**config.mk**
```make
export PLATFORM = sky130hd
export DESIGN_NAME = hilo_div_unit_flat
export DESIGN_NICKNAME = d
export VERILOG_FILES = /design/src/rtl/hilo_div_unit_if.sv /design/src/rtl/hilo_div_unit.sv /design/src/flat_wrapper.sv
export SDC_FILE = /design/constraint.sdc
export NUM_CORES = 1
export LEC_CHECK = 0
export BUFFER_PORTS_ARGS = -buffer_cell sky130_fd_sc_hd__buf_4
export CELL_PAD_IN_SITES_DETAIL_PLACEMENT = 1
export CELL_PAD_IN_SITES_GLOBAL_PLACEMENT = 2
export CORE_ASPECT_RATIO = 1.25
export CORE_MARGIN = 2
export CORE_UTILIZATION = 33
export CTS_CLUSTER_SIZE = 40
export DETAILED_ROUTE_END_ITERATION = 8
export HOLD_SLACK_MARGIN = 0.06
export PLACE_DENSITY = 0.89
export REMOVE_ABC_BUFFERS = 1
export SLEW_MARGIN = 30
export SYNTH_ARGS = -nofsm -noshare
export SYNTH_HDL_FRONTEND = slang
export SYNTH_SLANG_ARGS = --single-unit
```
**constraint.sdc**
```tcl
create_clock -name clk -period 3.3 [get_ports clk]
set_clock_uncertainty 0.05 [all_clocks]
set_input_delay 0.33 -clock clk [delete_from_list [all_inputs] [get_ports clk]]
set_output_delay 0.33 -clock clk [all_outputs]
set_load 0.01 [all_outputs]
```
**src/rtl/hilo_div_unit_if.sv**
```systemverilog
// HI/LO register and divider port bundle: pipeline-side requests and the
// unit's register/status outputs.
interface hilo_div_unit_if;
  logic        write_en;
  logic [63:0] alu_result2;
  logic        div_start;
  logic        div_signed;
  logic [31:0] div_a;
  logic [31:0] div_b;
  logic [31:0] hi;
  logic [31:0] lo;
  logic        busy;
  logic        div_done;
  logic        div_by_zero;

  modport master (
    output write_en, alu_result2, div_start, div_signed, div_a, div_b,
    input  hi, lo, busy, div_done, div_by_zero
  );

  modport slave (
    input  write_en, alu_result2, div_start, div_signed, div_a, div_b,
    output hi, lo, busy, div_done, div_by_zero
  );
endinterface

```
**src/rtl/hilo_div_unit.sv**
```systemverilog
// HI/LO register pair with a 33-cycle restoring divider (DIV/DIVU).
// state  | meaning
// IDLE   | HI/LO writable from the ALU, waiting for a divide request
// RUN    | 32 restoring steps, one quotient bit per edge, MSB first
// FINISH | sign-fix the result and commit it to HI/LO
module hilo_div_unit (
  input  logic           clk,
  input  logic           reset,
  hilo_div_unit_if.slave bus
);
  typedef enum logic [1:0] {IDLE = 2'd0, RUN = 2'd1, FINISH = 2'd2} state_t;

  state_t      state, state_nxt;
  logic [4:0]  cnt;
  logic [63:0] rq;
  logic [31:0] divisor;
  logic [31:0] raw_a;
  logic [31:0] hi_q, lo_q;
  logic        q_neg, r_neg, by_zero;
  logic        done_q, dbz_q;
  logic [32:0] trial;
  logic [31:0] quo_fix, rem_fix;

  always_ff @(posedge clk) begin
    if (reset) state <= IDLE;
    else       state <= state_nxt;
  end

  always_comb begin
    state_nxt = state;
    case (state)
      IDLE:    if (bus.div_start) state_nxt = RUN;
      RUN:     if (cnt == 5'd31) state_nxt = FINISH;
      FINISH:  state_nxt = IDLE;
      default: state_nxt = IDLE;
    endcase
  end

  // Remainder is always below the divisor, so the borrow bit alone decides the step.
  assign trial   = rq[63:31] - {1'b0, divisor};
  assign quo_fix = q_neg ? (32'd0 - rq[31:0])  : rq[31:0];
  assign rem_fix = r_neg ? (32'd0 - rq[63:32]) : rq[63:32];

  always_ff @(posedge clk) begin
    if (reset) begin
      hi_q    <= '0;
      lo_q    <= '0;
      cnt     <= '0;
      rq      <= '0;
      divisor <= '0;
      raw_a   <= '0;
      q_neg   <= 1'b0;
      r_neg   <= 1'b0;
      by_zero <= 1'b0;
      done_q  <= 1'b0;
      dbz_q   <= 1'b0;
    end else begin
      done_q <= 1'b0;
      dbz_q  <= 1'b0;
      case (state)
        IDLE: begin
          if (bus.write_en) begin
            hi_q <= bus.alu_result2[63:32];
            lo_q <= bus.alu_result2[31:0];
          end
          if (bus.div_start) begin
            rq      <= {32'd0, (bus.div_signed && bus.div_a[31]) ? (32'd0 - bus.div_a) : bus.div_a};
            divisor <= (bus.div_signed && bus.div_b[31]) ? (32'd0 - bus.div_b) : bus.div_b;
            q_neg   <= bus.div_signed & (bus.div_a[31] ^ bus.div_b[31]);
            r_neg   <= bus.div_signed & bus.div_a[31];
            by_zero <= (bus.div_b == 32'd0);
            raw_a   <= bus.div_a;
            cnt     <= '0;
          end
        end
        RUN: begin
          rq  <= trial[32] ? {rq[62:0], 1'b0} : {trial[31:0], rq[30:0], 1'b1};
          cnt <= cnt + 5'd1;
        end
        FINISH: begin
          hi_q   <= by_zero ? raw_a : rem_fix;
          lo_q   <= by_zero ? 32'hFFFF_FFFF : quo_fix;
          done_q <= 1'b1;
          dbz_q  <= by_zero;
        end
        default: ;
      endcase
    end
  end

  assign bus.hi          = hi_q;
  assign bus.lo          = lo_q;
  assign bus.busy        = (state != IDLE);
  assign bus.div_done    = done_q;
  assign bus.div_by_zero = dbz_q;
endmodule

```
**src/flat_wrapper.sv**
```systemverilog
// flat-port wrapper written by rule: the top's interface ports become plain ports
module hilo_div_unit_flat 
  (clk, reset, bus_write_en, bus_alu_result2, bus_div_start, bus_div_signed, bus_div_a, bus_div_b, bus_hi, bus_lo, bus_busy, bus_div_done, bus_div_by_zero);
  hilo_div_unit_if bus_i ();
  input  logic clk;
  input  logic reset;
  input wire logic [$bits(bus_i.write_en)-1:0] bus_write_en;
  input wire logic [$bits(bus_i.alu_result2)-1:0] bus_alu_result2;
  input wire logic [$bits(bus_i.div_start)-1:0] bus_div_start;
  input wire logic [$bits(bus_i.div_signed)-1:0] bus_div_signed;
  input wire logic [$bits(bus_i.div_a)-1:0] bus_div_a;
  input wire logic [$bits(bus_i.div_b)-1:0] bus_div_b;
  output wire logic [$bits(bus_i.hi)-1:0] bus_hi;
  output wire logic [$bits(bus_i.lo)-1:0] bus_lo;
  output wire logic [$bits(bus_i.busy)-1:0] bus_busy;
  output wire logic [$bits(bus_i.div_done)-1:0] bus_div_done;
  output wire logic [$bits(bus_i.div_by_zero)-1:0] bus_div_by_zero;
  assign bus_i.write_en = bus_write_en;
  assign bus_i.alu_result2 = bus_alu_result2;
  assign bus_i.div_start = bus_div_start;
  assign bus_i.div_signed = bus_div_signed;
  assign bus_i.div_a = bus_div_a;
  assign bus_i.div_b = bus_div_b;
  assign bus_hi = bus_i.hi;
  assign bus_lo = bus_i.lo;
  assign bus_busy = bus_i.busy;
  assign bus_div_done = bus_i.div_done;
  assign bus_div_by_zero = bus_i.div_by_zero;
  hilo_div_unit u_core (.clk(clk), .reset(reset), .bus(bus_i));
endmodule
```
==> out/qor.txt <==
status: complete, no violations
Leak: 0.00637 uW
Synth Cell Area: 0.0125 mm2
total power draw: 7100 uW
EDFF count, synth: 0
PortBufs: 199
share of layout cells above drive strength 1: 0.162
Core Region: 0.0373 mm2
critical path class: register to register
DR vias/cell: 5.29
post-route design area: 0.0160 mm2
Hold WC Path Type: input port to register
crit path capture type: register
fin. max-slew vios: 0
I/O pin count: 200
GRT Overall Usage: 0.215
Max rail drop VDD: 353 uV
Clock Root Buffer: clkbuf_16
vias in the first global route: 13205
Final ANT Viol Nets: 0
total congestion overflow: 0
startpoint types: register
Total Die Area: 0.0394 mm2
DR DRC count: 0
first-pass GRT wire length: 68800 um
clk_lat worst skew: 530 ps
final hold violation count: 0
utilization after layout: 0.429
RePlAce Congestion: 0.874
Seq cells post-synth: 204
TritonCTS clock tree: built
Crit path max-delay family: simple AND/OR/NAND/NOR gates
First DRT Iteration DRCs: 614
async set-reset flop share out of synthesis: 0
Seq/Total Area, Yosys: 0.327
total number of vias: 12570
Post-Syn Instances: 1656
WL per Instance: 18.0 um
Syn Area/Cell: 7.54 um2
DR pass1 iterations: 5
Tmin final: 3070 ps
final net count: 2047
Fmax achieved: 0.325 GHz
Die Span Y: 221 um
initial antenna violation count: 1
crit-path max FO: 22
largest net degree at the start of global routing: 84
Crit path buffers/inverters: 2
arrival time worst endpoint: 3470 ps
area of the multi-input gates: 0.00784 mm2
final setup fails: 0
Worst-Margin Slew: 864 ps
Initial Utilization: 0.335
fin cells: 2376
Register Area: 0.00409 mm2
clk slew on worst S/H paths: 60 ps
TritonCTS Buffers: 24
most common cell after layout, fill and taps aside: nand2_1
max-capacitance violation count: 0
RSZ-0062 raised after global routing: false
yosys warns: 0
H-tree Lvls: 1
top_reg_cell synth: dfxtp_1
clk sinks: 204
placed cells: 2276
Max transition margin: 0.423
Worst path max stage delay: 500 ps
Placed Area: 0.0146 mm2
Cell Rows: 79
synthesis-to-finish area growth: 28.0%
number of library cell types mapped by synthesis: 62
most used cell, CP: nand3_1
final WL: 42800 um
crit share post-route: 0.932
slowest CP cell: or3b_2
Fillers: 4547
DP HPWL: 32200 um
Die W: 178 um
most frequent cells in the layout: nand2_1 (284), buf_4 (241), dfxtp_1 (203), a21oi_1 (159), nor2_1 (149)
Clock Tree Buf Depth: 3
CP cell instances: inv_1 > ha_1 > a21oi_1 > o21ai_0 > or3b_2 > o221ai_1 > nand3_1 > xor2_4 > buf_12 > nand3_1 > mux2_2 > o211ai_1
pwr/cell area: 444 mW/mm2
CP Data Required Time: 3690 ps
## power by group
| part | internal (uW) | leakage (uW) | total (uW) | switching [uW] |
|---|---|---|---|---|
| combinational | 778 | 0.00433 | 1770 | 990 |
| sequential | 2630 | 0.00168 | 2780 | 148 |
| clock | 1520 | 0.000365 | 2550 | 1030 |
## worst paths after layout
kind                       from          endpoint  slack [ps]  depth (start not counted)
max          u_core.divisor[27]     u_core.rq[62]         230                         12
min                       reset     u_core.rq[48]          80                          2
max reg2reg  u_core.divisor[27]     u_core.rq[62]         230                         12
min reg2reg    u_core.bus.lo[4]  u_core.bus.lo[4]         400                          2
## logic make-up (layout without fill, tap and decap cells)
group                    after synthesis  count (layout)  share of synthesized area
AO/OA/AOI/OAI                        505             505                      0.260
buffers and inverters                165             398                     0.0501
AND/OR/NAND/NOR                      571             571                      0.199
multiplexers                          30              30                     0.0243
other                                  0               1                          0
adder cells (fa/ha/maj)               39              39                     0.0397
flip-flops                           204             204                      0.327
XOR/XNOR                             142             142                     0.0997
## worst reg2reg max path, cell delays in order, from the launching register on
cell and delay (ps):
dfxtp_1 320, inv_1 40, ha_1 360, a21oi_1 240
o21ai_0 200, or3b_2 500, o221ai_1 210, nand3_1 200
xor2_4 250, buf_12 200, nand3_1 90, mux2_2 260
o211ai_1 80
## registers in the layout, indices dropped and copies added, names as in the netlist, 2 cells and up
register,cells
u_core.rq,64
u_core.divisor,32
u_core.state,2
u_core.cnt,5
u_core.bus.lo,32
u_core.bus.hi,32
u_core.raw_a,32
## cell usage after synthesis, types with 8 or more instances
library cell	count	area [um2]
a211oi_1	40	300
a21o_1	16	120
a21oi_1	159	796
a22oi_1	32	240
a311oi_1	22	193
a31oi_1	17	106
and2_1	8	50.1
buf_1	11	41.3
clkbuf_1	98	368
dfxtp_1	204	4080
ha_1	38	475
inv_1	53	199
mux2i_1	28	280
nand2_1	284	1070
nand2b_1	14	87.6
nand3_1	22	110
nand4_1	8	50.1
nor2_1	151	567
nor2b_1	8	50.1
nor3_1	20	100
nor4_1	13	81.3
o211ai_1	8	60.1
o21ai_0	98	490
o221ai_1	28	245
o31ai_1	25	188
o41ai_1	15	131
or3_1	12	75.1
or4_1	9	67.6
xnor2_1	67	587
xor2_1	75	657
## final cells by class
class / instances / share of cell area
Sequential cell: 204 / 0.256
Timing Repair Buffer: 305 / 0.156
Inverter: 53 / 0.0125
Multi-Input combinational cell: 1287 / 0.491
Tap cell: 486 / 0.0381
Antenna cell: 1 / 0.000157
Clock buffer: 36 / 0.0436
Clock inverter: 4 / 0.00282
## timing repair
item / 4_1_cts / 5_1_grt
buffers inserted: 0 / 0
endpoints found under the setup margin: 1 / 7
endpoints found under the hold margin: 61 / 0
resized for setup: 1 / 4
gates cloned: 0 / 0
hold buffers: 59 / 0
## per-stage QoR
stage          setup TNS (ps)  setup slack, ps  hold slack [ps]
2_1_floorplan          -97800            -1240              349
3_3_place_gp                0              125              388
3_5_place_dp            -25.0            -25.0              395
4_1_cts                     0             54.3             62.0
5_1_grt                     0             2.68             68.0
6_report                    0              225             77.3
## routing by layer
layer,wire length [um],GRT usage,vias to the layer above,part of all wire
li1,-,-,6313,-
met1,18100,0.256,5993,0.42
met2,22000,0.401,205,0.51
met3,1420,0.0174,59,0.033
met4,1190,0.0701,0,0.028
met5,0,0,-,0
(Power assumes the default switching activity.)
